### config.mk
export PLATFORM = sky130hd
export DESIGN_NAME = if_prefetch_queue
export DESIGN_NICKNAME = d
export VERILOG_FILES = /design/src/rtl/arvi_fetch_pkg.sv /design/src/rtl/sync_fifo.sv /design/src/rtl/if_prefetch_queue.sv
export SDC_FILE = /design/constraint.sdc
export NUM_CORES = 1
export LEC_CHECK = 0
export CAP_MARGIN = 20
export CORE_MARGIN = 4
export CORE_UTILIZATION = 45
export CTS_CLUSTER_SIZE = 28
export DETAILED_ROUTE_END_ITERATION = 12
export HOLD_SLACK_MARGIN = 0.05
export PLACE_DENSITY = 0.68
export RECOVER_POWER = 50
export SETUP_SLACK_MARGIN = 0.3
export SYNTH_ARGS = -nofsm -noshare
export SYNTH_HDL_FRONTEND = slang
export SYNTH_SLANG_ARGS = --single-unit
### constraint.sdc
create_clock -name i_clk -period 4.6 [get_ports i_clk]
set_input_delay 1.15 -clock i_clk [delete_from_list [all_inputs] [get_ports i_clk]]
set_output_delay 1.15 -clock i_clk [all_outputs]
set_load 0.01 [all_outputs]
### src/rtl/arvi_fetch_pkg.sv
// rtl/arvi_fetch_pkg.sv - shared types and constants for the instruction prefetch front-end
package arvi_fetch_pkg;

    localparam int unsigned FETCH_XLEN = 32;
    localparam logic [31:0] RV_NOP     = 32'h0000_0013;

    typedef struct packed {
        logic [FETCH_XLEN-1:0] pc;
        logic [FETCH_XLEN-1:0] instr;
    } fetch_entry_t;

    typedef enum logic [1:0] {
        IDLE  = 2'd0,
        WAIT  = 2'd1,
        DRAIN = 2'd2,
        EXC   = 2'd3
    } fetch_state_t;

endpackage

### src/rtl/sync_fifo.sv
// rtl/sync_fifo.sv - power-of-two synchronous FIFO with flush, holding packed fetch entries
module sync_fifo
    import arvi_fetch_pkg::*;
#(
    parameter int unsigned WIDTH = $bits(fetch_entry_t),
    parameter int unsigned DEPTH = 4
) (
    input  logic                   i_clk,
    input  logic                   i_rst,
    input  logic                   i_push,
    input  logic [WIDTH-1:0]       i_data,
    input  logic                   i_pop,
    input  logic                   i_flush,
    output logic [WIDTH-1:0]       o_data,
    output logic [$clog2(DEPTH):0] o_count
);

    localparam int unsigned AW = $clog2(DEPTH);

    logic [WIDTH-1:0] mem_q [DEPTH];
    logic [WIDTH-1:0] mem_d [DEPTH];
    logic [AW-1:0]    wr_ptr_q, wr_ptr_d;
    logic [AW-1:0]    rd_ptr_q, rd_ptr_d;
    logic [AW:0]      count_q, count_d;

    always_comb begin
        mem_d    = mem_q;
        wr_ptr_d = wr_ptr_q;
        rd_ptr_d = rd_ptr_q;
        count_d  = count_q;
        if (i_flush) begin
            wr_ptr_d = '0;
            rd_ptr_d = '0;
            count_d  = '0;
        end else begin
            if (i_push) begin
                mem_d[wr_ptr_q] = i_data;
                wr_ptr_d        = wr_ptr_q + AW'(1);
            end
            if (i_pop) begin
                rd_ptr_d = rd_ptr_q + AW'(1);
            end
            if (i_push && !i_pop) begin
                count_d = count_q + (AW+1)'(1);
            end else if (!i_push && i_pop) begin
                count_d = count_q - (AW+1)'(1);
            end
        end
    end

    // Storage is not reset; the count gates every read of it.
    always_ff @(posedge i_clk) begin
        mem_q <= mem_d;
        if (!i_rst) begin
            wr_ptr_q <= '0;
            rd_ptr_q <= '0;
            count_q  <= '0;
        end else begin
            wr_ptr_q <= wr_ptr_d;
            rd_ptr_q <= rd_ptr_d;
            count_q  <= count_d;
        end
    end

    assign o_data  = mem_q[rd_ptr_q];
    assign o_count = count_q;

endmodule

### src/rtl/if_prefetch_queue.sv
// rtl/if_prefetch_queue.sv - sequential instruction prefetch queue with redirect flush and misaligned-fetch reporting
// Optional performance counters are enabled with ARVI_PREFETCH_PERF_EN.
module if_prefetch_queue
    import arvi_fetch_pkg::*;
#(
    parameter int unsigned     XLEN     = 32,
    parameter int unsigned     DEPTH    = 4,
    parameter logic [XLEN-1:0] PC_RESET = 32'h0000_0000
) (
    input  logic            i_clk,
    input  logic            i_rst,
    output logic            o_mem_req,
    output logic [XLEN-1:0] o_mem_addr,
    input  logic            i_mem_ready,
    input  logic [XLEN-1:0] i_mem_data,
    input  logic            i_redirect,
    input  logic [XLEN-1:0] i_redirect_pc,
    output logic            o_valid,
    output logic [XLEN-1:0] o_instr,
    output logic [XLEN-1:0] o_pc,
    output logic            o_ex_inst_addr,
    input  logic            i_ready
`ifdef ARVI_PREFETCH_PERF_EN
    ,
    output logic [XLEN-1:0] o_perf_starve,
    output logic [XLEN-1:0] o_perf_flush
`endif
);

    localparam int unsigned CW = $clog2(DEPTH) + 1;

    fetch_state_t      state_q, state_d;
    logic [XLEN-1:0]   fetch_pc_q, fetch_pc_d;
    logic [XLEN-1:0]   req_addr_q, req_addr_d;
    logic              exc_pend_q, exc_pend_d;
    logic [CW-1:0]     count;
    logic [2*XLEN-1:0] head;
    logic              in_flight, aligned, has_entry, exc_head, push, pop;

    assign in_flight = (state_q == WAIT) || (state_q == DRAIN);
    assign aligned   = (i_redirect_pc[1:0] == 2'b00);
    assign has_entry = (count != '0);
    assign exc_head  = (state_q == EXC) && exc_pend_q;
    assign push      = (state_q == WAIT) && i_mem_ready && !i_redirect;
    assign pop       = has_entry && i_ready && !i_redirect;

    sync_fifo #(
        .WIDTH (2*XLEN),
        .DEPTH (DEPTH)
    ) u_fifo (
        .i_clk   (i_clk),
        .i_rst   (i_rst),
        .i_push  (push),
        .i_data  ({req_addr_q, i_mem_data}),
        .i_pop   (pop),
        .i_flush (i_redirect),
        .o_data  (head),
        .o_count (count)
    );

    // An aligned redirect with nothing outstanding issues its fetch directly,
    // so the new request is visible the cycle after the redirect.
    always_comb begin
        state_d    = state_q;
        fetch_pc_d = fetch_pc_q;
        req_addr_d = req_addr_q;
        exc_pend_d = exc_pend_q;
        if (i_redirect) begin
            fetch_pc_d = i_redirect_pc;
            exc_pend_d = !aligned;
            if (in_flight && !i_mem_ready) begin
                state_d = DRAIN;
            end else if (!aligned) begin
                state_d = EXC;
            end else begin
                state_d    = WAIT;
                req_addr_d = i_redirect_pc;
            end
        end else begin
            case (state_q)
                IDLE: begin
                    if (count < CW'(DEPTH)) begin
                        state_d    = WAIT;
                        req_addr_d = fetch_pc_q;
                    end
                end
                WAIT: begin
                    if (i_mem_ready) begin
                        state_d    = IDLE;
                        fetch_pc_d = req_addr_q + XLEN'(4);
                    end
                end
                DRAIN: begin
                    if (i_mem_ready) begin
                        state_d = exc_pend_q ? EXC : IDLE;
                    end
                end
                EXC: begin
                    if (exc_head && i_ready) begin
                        exc_pend_d = 1'b0;
                    end
                end
                default: state_d = IDLE;
            endcase
        end
    end

    always_ff @(posedge i_clk) begin
        if (!i_rst) begin
            state_q    <= IDLE;
            fetch_pc_q <= PC_RESET;
            req_addr_q <= PC_RESET;
            exc_pend_q <= 1'b0;
        end else begin
            state_q    <= state_d;
            fetch_pc_q <= fetch_pc_d;
            req_addr_q <= req_addr_d;
            exc_pend_q <= exc_pend_d;
        end
    end

    assign o_mem_req  = in_flight;
    assign o_mem_addr = req_addr_q;

    // In EXC the queue is empty and fetch_pc holds the faulting target.
    always_comb begin
        o_valid        = has_entry || exc_head;
        o_ex_inst_addr = exc_head;
        o_pc           = '0;
        o_instr        = '0;
        if (exc_head) begin
            o_pc    = fetch_pc_q;
            o_instr = XLEN'(RV_NOP);
        end else if (has_entry) begin
            o_pc    = head[2*XLEN-1:XLEN];
            o_instr = head[XLEN-1:0];
        end
    end

`ifdef ARVI_PREFETCH_PERF_EN
    logic [XLEN-1:0] starve_q, starve_d;
    logic [XLEN-1:0] flush_q, flush_d;

    always_comb begin
        starve_d = starve_q;
        flush_d  = flush_q;
        if (!o_valid && i_ready && (starve_q != '1)) begin
            starve_d = starve_q + XLEN'(1);
        end
        if (i_redirect && (has_entry || (state_q == WAIT)) && (flush_q != '1)) begin
            flush_d = flush_q + XLEN'(1);
        end
    end

    always_ff @(posedge i_clk) begin
        if (!i_rst) begin
            starve_q <= '0;
            flush_q  <= '0;
        end else begin
            starve_q <= starve_d;
            flush_q  <= flush_d;
        end
    end

    assign o_perf_starve = starve_q;
    assign o_perf_flush  = flush_q;
`endif

endmodule
# [After elaboration in Yosys (flattened, before gate mapping)]
# Cells that the tools add are included.
[op_classes] addsub=5 magnitude_cmp=4 eq_ne=8 n_mux=31 bitwise=4 reduce_logical=34
[ops] operator="$mux 32" n=12
[ops] operator="$bwmux 256" n=1
[ops] operator="$mux 64" n=3
[ops] operator="$bmux 64 s2" n=1
[ops] operator="$demux 64 s2" n=1
[ops] operator="$add 32x3->32 const B" n=1
[ops] operator="$mux 2" n=7
[ops] operator="$reduce_bool 2->1" n=7
[ops] operator="$logic_and 1x1->1" n=10
[ops] operator="$ne 3x3->1 const B" n=3
[ops] operator="$reduce_and 4->1" n=2
[ops] operator="$ge 3x3->1 const B" n=2
[ops] operator="$mux 3" n=2
[ops] operator="$not 2->3" n=2
[ops] operator="$pmux 2 s3" n=1
[ops] operator="$reduce_and 2->1" n=3
[ops] operator="$logic_not 1->1" n=5
[ops] operator="$add 2x1->2 const B" n=2
[ops] operator="$eq 2x2->1 const B" n=2
[ops] operator="$logic_not 2->1" n=2
[ops] operator="$reduce_bool 4->1" n=1
[ops] operator="$add 3x1->3 const B" n=1
[ops] operator="$lt 3x1->1 const B" n=1
[ops] operator="$lt 3x3->1 const B" n=1
[ops] operator="other kinds (9)" n=13
[word_totals] ff_bits=330 inputBits=69 output_inout_bits=99

# [Longest topological paths before layout]
[logic_depth] ltp_word=7 depth_mapped=11

# [Hierarchy]
# A second synthesis with hierarchy kept.
[hier_totals] hier_cells=945 hier_area_um2=13880.8
[modules_own_cells] module="sync_fifo" instances=1 cells_each=374 area_each_um2=9615.5 seq_area_each_um2=7827.5
[modules_own_cells] module="if_prefetch_queue" instances=1 cells_each=571 area_each_um2=4265.3 seq_area_each_um2=1341.3

# [Least setup slack after synthesis]
# Ideal clock, no wire load.
[synth_timing] kind="input-to-reg" start="in i_redirect" end="reg u_fifo.mem_q[0] (netlist name) (enable)" arrival_time_ns=3.259 required_ns=4.171 setup_slack_ns=0.912 cell_stages=4 cell_sequence="clkbuf_1 > nor2_1 > clkbuf_1 > and2_1"
[synth_between] elab_chain_cells=3
[synth_rtl] item="start, declared" line_no="if_prefetch_queue.sv:16" text="input logic i_redirect,"
[synth_rtl] item="$logic_not 1->1" line_no="if_prefetch_queue.sv:44" text="assign push = (state_q == WAIT) && i_mem_ready && !i_redirect;"
[synth_rtl] item="$logic_and 1x1->1" line_no="if_prefetch_queue.sv:44"
[synth_rtl] item="named net push" line_no="if_prefetch_queue.sv:38" text="logic in_flight, aligned, has_entry, exc_head, push, pop;"
[synth_rtl] item="$reduce_and 2->1 (no source line)"
[synth_rtl] item="end signal, assigned" line_no="sync_fifo.sv:53" text="mem_q <= mem_d;"
[synth_rtl] item="end, declared" line_no="sync_fifo.sv:20" text="logic [WIDTH-1:0] mem_q [DEPTH];"
# The timed path passes the listed nets, and every way through them passes these cells.
# A chain may end at the register's enable or synchronous reset.

# [Final worst setup path]
[layout_timing] start="reg u_fifo.rd_ptr_q[0]" end="out o_pc[29]"
[layout_between] elab_chain_cells=6
[layout_rtl] item="start, declared" line_no="sync_fifo.sv:23" text="logic [AW-1:0] rd_ptr_q, rd_ptr_d;"
[layout_rtl] item="start signal, assigned" line_no="sync_fifo.sv:60" text="rd_ptr_q <= rd_ptr_d;"
[layout_rtl] item="$not 2->3 (not written as such)" line_no="sync_fifo.sv:65" text="assign o_data = mem_q[rd_ptr_q];"
[layout_rtl] item="$bmux 64 s2" line_no="sync_fifo.sv:65"
[layout_rtl] item="$mux 64 (not written as such) (2 in series)" line_no="sync_fifo.sv:65"
[layout_rtl] item="$mux 32" line_no="if_prefetch_queue.sv:134" text="end else if (has_entry) begin"
[layout_rtl] item="$mux 32" line_no="if_prefetch_queue.sv:131" text="if (exc_head) begin"
[layout_rtl] item="end, declared" line_no="if_prefetch_queue.sv:20" text="output logic [XLEN-1:0] o_pc,"
# No other way between the ends. The select of a mux whose other input is x is not followed.

==> metrics.yaml <==
cts_tree: "built"
n_fill_cell: 2387
ys_top_cells_by_count: "edfxtp_1 (256), nand2_1 (75), dfxtp_1 (74)"
vias: 8289
vias_per_cell: 5.650
max_cap_violations: 3
p_per_area_mw_per_mm2: 413.4
cp_slowest_cell: "dfxtp_4"
cp-startpoint: "u_fifo.rd_ptr_q[0]$_SDFFE_PP0P_"
worstPathCellList: "buf_4 -> mux4_2 -> a22o_1 -> clkdlybuf4s50_1"
end_kind: "primary output"
crit_path_start_kind: "flip-flop"
drt-pass1-iter-count: 6
h-tree-depth: 2
reg2reg_slack_ns: 1.25
setup_tns_ns: 0
hold_violations: 0
path_class: "flip-flop to primary output"
setup_viol: 0
syn2layout_area_growth_pct: 24.17
hold_ws_ns: 0.5043
maxSlewViolCount: 112
status: "finished, violations left"
dieArea_mm2: 0.03362
failed_checks: "capacitance limit, slew limit"
cts_repair_resize_count: 0
remaining_drc_errors: 0
clkTransAtPathRegs_ns: 0.06
drtIter0Drc: 719
min_period_ns: 3.952
ys_ff_latch: 330
synth-seq-area-share_pct: 66.26
syn-cell-area_mm2: 0.01384
worstReg2RegStart: "state_q[1]$_SDFFE_PN0P_"
cts_num_sinks: 330
wl_per_cell_um: 22.08
arrival_ns: 2.80
slew_headroom_pct: -108.3
crit_family: "buffers and inverters"
path_max_fanout: 19
synth_ff_type: "edfxtp_1"
root_buffer: "clkbuf_16"
multiInputGateArea_mm2: 0.004393
required_ns: 3.45
worst_path_largest_cell_delay_ns: 0.60
yosysWarnings: 0
vdd_drop_max_uv: 260.5
grt_pass1_vias: 8403
io_pins: 168
power_frac_seq_pct: 49.5
p_int_mw: 5.413
ys_types: 52
syn-num-nets: 966
fin_skew_ns: 0.009761
placementRows: 63
layout.area.seq_mm2: 0.009176
fin_util_pct: 57.36
grtUsageTotal_pct: 18.99
final_cells: 1467
pwr-share-clk_pct: 40.0
fin_crit_sh_pct: 85.91
die-height_um: 183.4
ant_nets: 0
start_util_pct: 46.20
syn_avg_cell_area_um2: 15.62
p_leak_nw: 6.079
routed_wl_um: 32390
grt_max_degree: 68
crit_buf_inv: 2
grt_pass1_wl_um: 49910
port-buffer-count: 167
hold_class: "flip-flop to flip-flop"
synth.most_common_cell: "edfxtp_1"
core_area_mm2: 0.02995
synthCells: 886
p_switching_mw: 1.691
synth-edff-count: 256
drive_gt1_share_pct: 14.78
finalNetCount: 1128
cts_hold_buf: 0
die_w_um: 183.4
clockBufferDepth: 3
synth_area_leader_cell: "edfxtp_1"
routabilityCongestion: 0.7720
tightest_slew_ns: 3.124
fmaxAchievable_ghz: 0.2530
total_power_mw: 7.103
post-cts-setup-buffer-count: 0
clk_latency_ns: 0.51
gr-total-overflow: 0
yosysTopAreaCellShare_pct: 55.55
p_comb_share_pct: 10.5
dp_hpwl_um: 20030
antenna_found_initial: 1
placed_cells: 1400
async_flop_share_pct: 0
min_from: "u_fifo.wr_ptr_q[1]$_SDFFE_PP0P_"
synthTopCellsByArea: "edfxtp_1 (56%), dfxtp_1 (11%), mux4_2 (10%)"
cts_buffers: 36
swShare_pct: 23.80
grt_setup_unrepaired: "no"
path summary, 6_finish.rpt:
path                                     end  cells past startpoint
max                                 o_pc[29]                      4
min          u_fifo.wr_ptr_q[1]$_SDFFE_PP0P_                      2
max reg2reg      u_fifo.mem_q[139]$_DFFE_PP_                      7
min reg2reg  u_fifo.wr_ptr_q[1]$_SDFFE_PP0P_                      2
through the flow:
step | area, µm² | setup slack [ns]
2_1_floorplan | 13840 | 0.9120
3_3_place_gp | 16010 | 1.093
3_5_place_dp | 16010 | 1.077
4_1_cts | 17190 | 0.5280
5_1_grt | 17180 | 0.3946
6_report | 17180 | 0.6481
registers in the layout (all words and copies together) (netlist names):
name	cells
state_q	2
u_fifo.o_count	3
fetch_pc_q	32
o_mem_addr	32
exc_pend_q	1
u_fifo.mem_q	256
u_fifo.wr_ptr_q	2
u_fifo.rd_ptr_q	2
cells in the final DEF, fill, tap and decap left out, drive strengths merged, types with 21 or more instances in the layout:
cell type,instances
o21ai,29
mux2i,32
clkinv,21
dlygate4sd3,34
xnor2,25
mux4,64
a22o,50
dfxtp,74
clkbuf,44
nor2,21
and3,30
clkdlybuf4s50,131
edfxtp,256
nand2,75
o211a,33
cells by family after synthesis:
family | after synthesis | synth area share, %
buffers and inverters | 72 | 2.052
AND/OR/NAND/NOR | 208 | 8.011
XOR/XNOR | 31 | 1.962
AO/OA/AOI/OAI | 138 | 7.939
flip-flops | 330 | 66.26
multiplexers | 96 | 12.73
adder cells (fa/ha/maj) | 11 | 1.049
final cells by class:
type	count	area share [%]
timing repair buffer	185	11.02
antenna	1	0.01456
tap	390	2.840
sequential	330	53.40
inverter	11	0.2403
clock buffer	42	5.549
clock inverter	24	1.362
multi-input combinational	484	25.57
routing by layer:
metal,part of all wire (%),vias up,routed length [µm],global-route usage (%)
met2,49,183,15910,31.03
met1,45,4287,14490,27.04
met4,1.1,2,365,3.784
met5,0.040,-,13,0
li1,-,3791,-,-
met3,5.0,26,1612,3.590
worst register-to-register path, delay by kind of cell (launching register included):
kind | cells | cell delay (ns)
and+or+nand+nor | 3 | 1.73
buffers and inverters | 3 | 0.70
DFF | 1 | 0.34
adders and majority gates | 1 | 0.25
power groups by stage:
| stage | Clock, mW | Sequential (mW) | Combinational [mW] |
|---|---|---|---|
| 2_1_floorplan | 0 | 3.54 | 0.376 |
| 3_3_place_gp | 0 | 3.57 | 0.745 |
| 3_5_place_dp | 0 | 3.58 | 0.753 |
| 4_1_cts | 2.90 | 3.52 | 0.758 |
| 5_1_grt | 3.03 | 3.54 | 0.806 |
| 6_report | 2.84 | 3.52 | 0.744 |
Power figures use the tool's default switching activity.
